## src/rtl/pipeline_pkg.sv

```systemverilog
// Shared definitions for the pipeline hazard logic.
//   hz_tag_t       : {valid, rd} tag mirroring one pipeline stage's destination
//   REG_ZERO       : architectural zero register index
//   NUM_TAG_STAGES : number of tracked stages (E, M, W)
//   tag_hit()      : true when a valid tag writes the given register
package pipeline_pkg;

  typedef struct packed {
    logic       valid;
    logic [4:0] rd;
  } hz_tag_t;

  localparam logic [4:0] REG_ZERO       = 5'd0;
  localparam int         NUM_TAG_STAGES = 3;

  function automatic logic tag_hit(input hz_tag_t tag, input logic [4:0] rs);
    return tag.valid && (tag.rd == rs);
  endfunction

endpackage

```

## src/rtl/hazard_tag_pipe.sv

```systemverilog
// E/M/W destination-tag shift register.
//   clk_i, rst_ni : clock, asynchronous active-low reset (invalidates all tags)
//   clear         : load an invalid tag into E (bubble)
//   rd, reg_write : destination of the instruction leaving decode
//   tag_e/m/w     : current tags of the E, M and W stages
module hazard_tag_pipe
  import pipeline_pkg::*;
(
  input  logic       clk_i,
  input  logic       rst_ni,
  input  logic       clear,
  input  logic [4:0] rd,
  input  logic       reg_write,
  output hz_tag_t    tag_e,
  output hz_tag_t    tag_m,
  output hz_tag_t    tag_w
);

  hz_tag_t tag_reg [NUM_TAG_STAGES];
  hz_tag_t tag_next;

  // Writes to x0 are architecturally discarded, so they never form a tag.
  always_comb begin
    tag_next.valid = reg_write && (rd != REG_ZERO) && !clear;
    tag_next.rd    = rd;
  end

  always_ff @(posedge clk_i or negedge rst_ni) begin
    if (!rst_ni) begin
      tag_reg[0] <= '0;
    end else begin
      tag_reg[0] <= tag_next;
    end
  end

  // Later stages advance unconditionally; the pipeline never holds E/M/W.
  generate
    for (genvar gi = 1; gi < NUM_TAG_STAGES; gi++) begin : g_stage
      always_ff @(posedge clk_i or negedge rst_ni) begin
        if (!rst_ni) begin
          tag_reg[gi] <= '0;
        end else begin
          tag_reg[gi] <= tag_reg[gi-1];
        end
      end
    end
  endgenerate

  assign tag_e = tag_reg[0];
  assign tag_m = tag_reg[1];
  assign tag_w = tag_reg[2];

endmodule

```

## src/rtl/hazard_scoreboard.sv

```systemverilog
// RAW hazard detector and pipeline control for an in-order 5-stage core.
//   WB_BYPASS   : 1 = register file writes through, W stage never hazards
//   CNT_W       : width of the saturating performance counters
//   clk_i/rst_ni: clock, asynchronous active-low reset
//   rs1_ID, rs2_ID, rs1_used_ID, rs2_used_ID : decode-stage sources
//   rd_ID, reg_write_ID : decode-stage destination
//   redirect_EX : taken branch/jump resolved in execute
//   stall_IF, stall_ID, clear_EX, flush_ID : pipeline controls
//   stall_cnt_o : cycles spent stalling on RAW hazards
//   flush_cnt_o : cycles spent flushing for redirects
module hazard_scoreboard
  import pipeline_pkg::*;
#(
  parameter int WB_BYPASS = 0,
  parameter int CNT_W     = 16
) (
  input  logic             clk_i,
  input  logic             rst_ni,
  input  logic [4:0]       rs1_ID,
  input  logic [4:0]       rs2_ID,
  input  logic             rs1_used_ID,
  input  logic             rs2_used_ID,
  input  logic [4:0]       rd_ID,
  input  logic             reg_write_ID,
  input  logic             redirect_EX,
  output logic             stall_IF,
  output logic             stall_ID,
  output logic             clear_EX,
  output logic             flush_ID,
  output logic [CNT_W-1:0] stall_cnt_o,
  output logic [CNT_W-1:0] flush_cnt_o
);

  hz_tag_t tag_e;
  hz_tag_t tag_m;
  hz_tag_t tag_w;

  hazard_tag_pipe u_tag_pipe (
    .clk_i     (clk_i),
    .rst_ni    (rst_ni),
    .clear     (clear_EX),
    .rd        (rd_ID),
    .reg_write (reg_write_ID),
    .tag_e     (tag_e),
    .tag_m     (tag_m),
    .tag_w     (tag_w)
  );

  // W only matters when the register file cannot forward a same-cycle write.
  localparam logic W_CHECK = (WB_BYPASS == 0);

  logic match_1;
  logic match_2;
  logic raw;

  always_comb begin
    match_1 = rs1_used_ID && (rs1_ID != REG_ZERO) &&
              (tag_hit(tag_e, rs1_ID) || tag_hit(tag_m, rs1_ID) ||
               (W_CHECK && tag_hit(tag_w, rs1_ID)));
    match_2 = rs2_used_ID && (rs2_ID != REG_ZERO) &&
              (tag_hit(tag_e, rs2_ID) || tag_hit(tag_m, rs2_ID) ||
               (W_CHECK && tag_hit(tag_w, rs2_ID)));
    raw     = match_1 || match_2;
  end

  // A redirect kills the decode instruction anyway, so it wins over a stall.
  always_comb begin
    stall_IF = 1'b0;
    stall_ID = 1'b0;
    clear_EX = 1'b0;
    flush_ID = 1'b0;
    if (redirect_EX) begin
      flush_ID = 1'b1;
      clear_EX = 1'b1;
    end else if (raw) begin
      stall_IF = 1'b1;
      stall_ID = 1'b1;
      clear_EX = 1'b1;
    end
  end

  // Saturating counters: index 0 = stall cycles, index 1 = flush cycles.
  logic             cnt_inc [2];
  logic [CNT_W-1:0] cnt_reg [2];

  assign cnt_inc[0] = stall_ID;
  assign cnt_inc[1] = flush_ID;

  generate
    for (genvar gi = 0; gi < 2; gi++) begin : g_cnt
      always_ff @(posedge clk_i or negedge rst_ni) begin
        if (!rst_ni) begin
          cnt_reg[gi] <= '0;
        end else if (cnt_inc[gi] && (cnt_reg[gi] != {CNT_W{1'b1}})) begin
          cnt_reg[gi] <= cnt_reg[gi] + 1'b1;
        end
      end
    end
  endgenerate

  assign stall_cnt_o = cnt_reg[0];
  assign flush_cnt_o = cnt_reg[1];

endmodule

```

## config.mk

```make
export PLATFORM = sky130hd
export DESIGN_NAME = hazard_scoreboard
export DESIGN_NICKNAME = d
export VERILOG_FILES = /design/src/rtl/pipeline_pkg.sv /design/src/rtl/hazard_tag_pipe.sv /design/src/rtl/hazard_scoreboard.sv
export SDC_FILE = /design/constraint.sdc
export NUM_CORES = 1
export LEC_CHECK = 0
export ABC_AREA = 1
export BUFFER_PORTS_ARGS = -buffer_cell sky130_fd_sc_hd__clkbuf_2
export CAP_MARGIN = 25
export CORE_MARGIN = 2
export CORE_UTILIZATION = 50
export DETAILED_ROUTE_END_ITERATION = 12
export MAX_ROUTING_LAYER = met4
export PLACE_DENSITY = 0.83
export SYNTH_ARGS = -nofsm -noshare
export SYNTH_HDL_FRONTEND = slang
export SYNTH_SLANG_ARGS = --single-unit
```

## constraint.sdc

```tcl
create_clock -name clk_i -period 3.6 [get_ports clk_i]
set_input_delay 0.72 -clock clk_i [delete_from_list [all_inputs] [get_ports clk_i]]
set_output_delay 0.72 -clock clk_i [all_outputs]
set_load 0.1 [all_outputs]
```

# --- Word-level counts from Yosys, hierarchy flattened ---
# Index checks and enable logic that the tools add are counted.
word_totals:
  regBits: 50
  latchBits: 0
  ramBits: 0
  rom_bits: 0
  inputBits: 21
  output_inout_bits: 36
  wordCells: 45
  memories: 0
op_classes:
  addsub: 2
  n_mul: 0
  div_mod_pow: 0
  magnitude_cmp: 0
  eq_ne: 8
  n_shift: 0
  n_mux: 4
  n_bitwise: 0
  n_reduce_logical: 23
ops:
  columns: ["op", "n"]
  rows:
  - ["$add 16x1->16 const B", 2]
  - ["$ne 16x16->1 const B", 2]
  - ["$eq 5x5->1", 6]
  - ["$reduce_bool 5->1", 3]
  - ["$logic_and 1x1->1", 14]
  - ["$logic_or 1x1->1", 5]
  - ["$mux 1", 4]
  - ["$logic_not 1->1", 1]

# --- Logic depth before layout (Yosys ltp) ---
# Gate-level depths: netlist of the first run.
depth:
  depth_word: 10
  depth_mapped: 12
  mapped_depth_nobuf: 11

# --- Cells and area by module ---
# A second synthesis of the first run with hierarchy kept.
hier_totals:
  hier_cells: 380
  hier_area_um2: 2835.2
by_module_without_submodules:
  columns: ["mod", "instances", "cells_each", "area_each_um2", "seq_area_each_um2"]
  rows:
  - ["hazard_scoreboard", 1, 354, 2348.5, 800.8]
  - ["hazard_tag_pipe", 1, 26, 486.7, 450.4]

# --- Least setup slack after synthesis of the first run ---
# Ideal clock, no wire load.
synth_timing:
  path_type: "input-to-output"
  start: "in rs2_ID[1]"
  end: "out stall_IF"
  arrival_ps: 3095
  required_time_ps: 2880
  path_slack_ps: -215
  path_stages: 11
  n_path_buf: 1
  path_cell_list: "inv_2 -> nand2_1 -> nand2_1 -> nor2_1 -> nand3_1 -> nand3_1 -> nand2_1 -> nand2_4 -> inv_1 -> nor2_1 -> buf_4"
synth_via:
  elab_chain_cells: 8
  word_cells_on_any_way: 14
  classes_between: "eq/ne: 3; mux: 2; reduce/logical: 9"
synth_rtl:
  columns: ["item", "line_no", "text"]
  rows:
  - ["start: declaration", "hazard_scoreboard.sv:20", "input logic [4:0] rs2_ID,"]
  - ["$eq 5x5->1", "pipeline_pkg.sv:17", "return tag.valid && (tag.rd == rs);"]
  - ["$logic_and 1x1->1", "pipeline_pkg.sv:17", null]
  - ["$logic_or 1x1->1 (2 in series)", "hazard_scoreboard.sv:61", "(tag_hit(tag_e, rs2_ID) || tag_hit(tag_m, rs2_ID) ||"]
  - ["$logic_and 1x1->1 *", "hazard_scoreboard.sv:60", "match_2 = rs2_used_ID && (rs2_ID != REG_ZERO) &&"]
  - ["$logic_or 1x1->1 *", "hazard_scoreboard.sv:63", "raw = match_1 || match_2;"]
  - ["$mux 1 * (2 in series)", null, null]
  - ["end: declaration", "hazard_scoreboard.sv:26", "output logic stall_IF,"]
# Mark *: on every way between the ends. The rest lies on a longest branch, timed or not.

# --- Final worst setup path of the first run ---
layout_timing:
  start: "in rs2_ID[4]"
  end: "out stall_ID"
layout_via:
  elab_chain_cells: 8
  word_cells_on_any_way: 14
  classes_between: "eq/ne: 3; mux: 2; reduce/logical: 9"
layout_rtl:
  columns: ["item", "line_no", "text"]
  rows:
  - ["$eq 5x5->1", "pipeline_pkg.sv:17", null]
  - ["$logic_and 1x1->1", "pipeline_pkg.sv:17", null]
  - ["$logic_or 1x1->1 (2 in series)", "hazard_scoreboard.sv:61", null]
  - ["$logic_and 1x1->1 *", "hazard_scoreboard.sv:60", null]
  - ["$logic_or 1x1->1 *", "hazard_scoreboard.sv:63", null]
  - ["$mux 1 *", "hazard_scoreboard.sv:75", "end else if (raw) begin"]
  - ["$mux 1 *", "hazard_scoreboard.sv:72", "if (redirect_EX) begin"]
  - ["end: declaration", "hazard_scoreboard.sv:27", "output logic stall_ID,"]
# Marks and branches as above.

==> results of run 1 <==
## cells in the mapped netlist, types with 2 or more instances
cell type / instances / share of area (%)
nand2_1: 138 / 18
dfrtp_1: 50 / 44
inv_1: 39 / 5.1
nor2_1: 37 / 4.8
nand3_1: 22 / 3.8
xor2_1: 20 / 6.1
nand4_1: 19 / 4.1
inv_2: 11 / 1.4
nor3_1: 11 / 1.9
xnor2_1: 7 / 2.1
o21ai_0: 5 / 0.87
buf_2: 2 / 0.35
buf_4: 2 / 0.52
ha_1: 2 / 0.87
nand2_2: 2 / 0.44
nand3_4: 2 / 1.2
nand3b_1: 2 / 0.52
nor2_4: 2 / 0.78
nor3_2: 2 / 0.70
o21ai_1: 2 / 0.35
## registers in the layout (all words and copies together) (netlist names)
register and flops:
flush_cnt_o 16, stall_cnt_o 16, u_tag_pipe.tag_e 6, u_tag_pipe.tag_m 6, u_tag_pipe.tag_w 6
## cell families (layout without fill, tap and decap cells)
group,Yosys count,in the layout
xor gates and xnor gates,27,27
DFF,50,50
AOI/OAI and AO/OA,10,10
adders and majority gates,2,2
and+or+nand+nor,240,240
buffers and inverters,57,117
## layer usage
| metal | part of all wire, % | vias up | GRT usage, % |
|---|---|---|---|
| met5 | 0 | - | - |
| met4 | 1.4 | 0 | 6.78 |
| met3 | 5.8 | 10 | 3.62 |
| met2 | 47 | 83 | 36.4 |
| met1 | 45 | 1246 | 30.8 |
| li1 | - | 1327 | - |
## power by group through the flow
| stage | combinational (mW) | clock, mW | sequential, mW |
|---|---|---|---|
| 6_report | 0.578 | 0.326 | 0.696 |
| 5_1_grt | 0.615 | 0.367 | 0.707 |
| 4_1_cts | 0.580 | 0.340 | 0.695 |
| 3_5_place_dp | 0.580 | 0 | 0.705 |
| 3_3_place_gp | 0.575 | 0 | 0.704 |
| 2_1_floorplan | 0.141 | 0 | 1.02 |
## final cells by class
cell class | instances | area, sq um
inverter | 51 | 191
clock buffer | 7 | 86.3
sequential | 50 | 1250
multi-input combinational | 279 | 1390
tap | 72 | 90.1
fill | 514 | 2230
clock inverter | 1 | 5.00
timing repair buffer | 58 | 295
## metrics by stage
step	instances	power [mW]
after floorplan	386	1.16
after detailed placement	510	1.28
after global placement	510	1.28
final	518	1.60
after global routing	518	1.69
after CTS	518	1.62
## path summary, 6_finish.rpt
kind | cells past startpoint | endpoint | slack, ns
min in group asynchronous | 1 | stall_cnt_o[9] | 0.50
min reg2reg | 0 | u_tag_pipe.tag_w[2] | 0.41
max reg2reg | 9 | stall_cnt_o[15] | 1.67
max in group asynchronous | 2 | u_tag_pipe.tag_e[0] | 2.36
max | 11 | stall_ID | 0.59
min | 0 | u_tag_pipe.tag_w[2] | 0.41
==> qor.yml, run 1 <==
outcome: "completed"
fmax_ghz: 0.333
cts_tree: "yes"
placed_cell_area_sq_um: 3220
ir_worst_vdd_v: 0.000699
ys.flop_type: "dfrtp_1"
synth_area_sq_um: 2870
layout_common_cells: "nand2_1, clkbuf_2, dfrtp_1"
ys_seq_area_share_pct: 43.5
path_delay_family: "buffers and inverters"
p_sw_share_pct: 45.3
dp_hpwl_mm: 4.91
coreArea_sq_um: 5540
internal_power_uw: 875
post_cts_buffers: 0
drc: 0
synth_edf_count: 0
cts_hold_buf: 0
crit_chain: "clkbuf_2 -> inv_2 -> nand2_1 -> a21oi_1 -> nand3_1 -> nand3_1 -> nand2_1 -> nand2_4 -> inv_1 -> nor2_2 -> clkbuf_2"
routed_wl_mm: 6.48
postLayoutCellArea_sq_um: 3310
cts.sinks: 50
synth.area.mux_share_pct: 0
finalSetupTns_ns: 0
path_max_fanout: 19
synthSimpleGateAreaFrac_pct: 37.4
seqPwrFrac_pct: 43.5
drv_slew: 0
ys_types: 29
synth_cells: 386
grt_pass1_wl_mm: 11.2
path_clk_slew_ns: 0.08
critPathLaunchType: "input pin"
ant_nets: 0
setup_ws_ns: 0.595
gp_congestion: 0.936
hp-class: "flop to flop"
cts_resized: 0
crit_required_ns: 2.88
drive_gt1_share_pct: 19.7
grt_max_degree: 34
holdWs_ns: 0.412
synth_fp_nets: 409
clock-root-buffer: "clkbuf_8"
n_antenna_cell: 0
cp_slowest_stage_delay_ns: 0.47
worst_pin_slew_ns: 0.799
vias: 2666
die_w_um: 79.8
ios: 57
fin_nets: 468
min_period_ns: 3.01
synth_compound_area_share_pct: 1.96
switchingPower_uw: 725
grt_usage_pct: 23.0
p_clk_share_pct: 20.4
dp_slack_ns: 0.608
final_common_cell: "nand2_1"
worstSetupStartpoint: "rs2_ID[4]"
die_h_um: 79.8
grt_pass1_vias: 2517
setup_viol: 0
path_buf_inv: 4
cts_buffer_depth: 2
ys_ff_latch: 50
synthAdderAreaFrac_pct: 0.871
area_growth_syn_to_layout_pct: 15.3
rsz0062_at_grt: "false"
synth_top_family_by_area: "simple AND/OR/NAND/NOR gates"
pwr-share-comb_pct: 36.1
final_core_util_pct: 59.8
cp.arrival_ns: 2.29
synthXorXnorAreaFrac_pct: 8.23
p_leak_nw: 1.78
ys_warn_count: 0
grt.overflow.total: 0
fin_crit_sh_pct: 83.5
max_slew_margin_pct: 46.7
clock_latency_ns: 0.29
reg2reg_from: "stall_cnt_o[0]"
io_buffers: 56
start_util_pct: 51.9
worstSetupEndpointType: "primary output"
num_rows: 27
avgSynthCellArea_sq_um: 7.45
wire_per_inst_um: 12.5
numCtsBuffers: 5
antenna_found_initial: 0
clock_skew_ns: 0.00596
hold_start: "u_tag_pipe.tag_m[2]"
drtIter0Drc: 150
slowest_stage: "clkbuf_2"
drtPass1Iterations: 4
critical_path_class: "input pin to primary output"
cap_violations: 0
final_hold_viol_count: 0
htreeDepth: 2
p_per_area_nw_per_um2: 483
die_area_sq_um: 6370
synthArstFlopShare_pct: 100
drt-vias-per-instance: 5.15
Power figures use the tool's default switching activity.
==> run 2, diff against run 1 <==
Settings changed: PLACE_DENSITY 0.83 to 0.86.
Clock period 3.6 ns to 2.7 ns, I/O delays scaled along.
==> run 2 against run 1 <==
First-iteration DRC count is 5.3% higher. Clock skew is 0.0018 ns higher. Non-clock buffer count is 2 higher. Critical path depth stayed put. Die area stayed put. Utilization is 1.2 points higher. Total power is 34% higher. Sequential cell count stayed put. Clock power is 33% higher.
==> qor.yml, run 2 (synthesized netlist as in run 1, its figures left out) <==
dp_slack_ns: 0.411
cts_buffer_depth: 2
num_rows: 27
numCtsBuffers: 5
drv_slew: 0
final_hold_viol_count: 0
finalSetupTns_ns: 0
cts.sinks: 50
crit_required_ns: 2.16
fin_cells: 520
p_per_area_nw_per_um2: 636
clock_skew_ns: 0.00778
grt_usage_pct: 22.5
path_max_fanout: 4
start_util_pct: 51.9
cp.arrival_ns: 1.77
die_w_um: 79.8
drt-vias-per-instance: 5.09
cts_hold_buf: 0
die_h_um: 79.8
clock_latency_ns: 0.30
grt_pass1_vias: 2448
critical_path_class: "flop to primary output"
worst_pin_slew_ns: 0.844
fin_crit_sh_pct: 85.5
setup_ws_ns: 0.392
drtIter0Drc: 158
final_common_cell: "nand2_1"
reg2reg_slack_ns: 0.81
clock-root-buffer: "clkbuf_8"
drc: 0
ios: 57
fin_nets: 470
total_power_mw: 2.15
fmax_ghz: 0.433
wire_per_inst_um: 12.5
dp_hpwl_mm: 5.05
antenna_found_initial: 0
die_area_sq_um: 6370
postLayoutCellArea_sq_um: 3380
holdWs_ns: 0.333
p_leak_nw: 1.80
htreeDepth: 2
drive_gt1_share_pct: 20.1
gp_congestion: 0.916
outcome: "completed"
grt.overflow.total: 0
hp-class: "input pin to asynchronous set/reset pin"
reg2reg_from: "stall_cnt_o[0]"
placed_cell_area_sq_um: 3290
drtPass1Iterations: 4
ir_worst_vdd_v: 0.000826
io_buffers: 56
layout_common_cells: "nand2_1, clkbuf_2, dfrtp_1"
cts_resized: 0
cap_violations: 0
path_clk_slew_ns: 0.09
grt_pass1_wl_mm: 10.9
rsz0062_at_grt: "false"
dp.cells: 512
ant_nets: 0
fill_cells: 504
r2r-end: "stall_cnt_o[14]"
setup_viol: 0
critPathLaunchType: "flop"
min_period_ns: 2.31
max_slew_margin_pct: 43.7
coreArea_sq_um: 5540
worstSetupEndpointType: "primary output"
vias: 2646
post_cts_buffers: 0
routed_wl_mm: 6.52
n_antenna_cell: 0
grt_max_degree: 35
final_core_util_pct: 61.0
reg2reg_depth: 9
cts_tree: "yes"
area_growth_syn_to_layout_pct: 17.5
==> run 2: how the worst max path moves through the flow <==
stage                              from  endpoint  slack [ns]  cells past startpoint
finish              u_tag_pipe.tag_m[4]  clear_EX        0.39                     11
global route        u_tag_pipe.tag_w[2]  clear_EX        0.21                     10
CTS                 u_tag_pipe.tag_m[1]  stall_ID        0.38                     11
detailed placement            rs2_ID[0]  stall_ID        0.41                     11
global placement              rs2_ID[3]  clear_EX        0.42                     10
floorplan                     rs2_ID[1]  stall_IF        0.11                     11
==> run 2: routing by layer <==
metal | vias to the layer above | global-route usage, % | part of all wire [%]
met4 | 0 | 6.78 | 1.3
met5 | - | - | 0
met3 | 9 | 3.51 | 5.0
met1 | 1218 | 29.3 | 44
met2 | 89 | 36.6 | 49
li1 | 1330 | - | -
==> run 2: critical path: stages (launching register included) <==
cell	delay [ns]
dfrtp_1	0.43
inv_1	0.11
nand2_1	0.07
nand2_1	0.06
nor2_1	0.04
nand3_1	0.07
nand3_1	0.07
nand2_1	0.11
nand2_4	0.06
inv_1	0.13
nand2_1	0.14
buf_12	0.19
==> run 2: power breakdown <==
part | switching (mW) | internal [mW] | total, mW | leakage (nW)
registers | 0.106 | 0.824 | 0.930 | 0.616
logic | 0.642 | 0.143 | 0.785 | 1.14
clock network | 0.226 | 0.207 | 0.433 | 0.0482
total | 0.973 | 1.17 | 2.15 | 1.80
==> run 2: cell type report <==
class | count | area, sq um | area share [%]
sequential | 50 | 1250 | 37.0
timing repair buffer | 60 | 355 | 10.5
clock buffer | 7 | 86.3 | 2.56
clock inverter | 1 | 5.00 | 0.148
multi-input combinational | 279 | 1400 | 41.4
tap | 72 | 90.1 | 2.67
inverter | 51 | 191 | 5.67
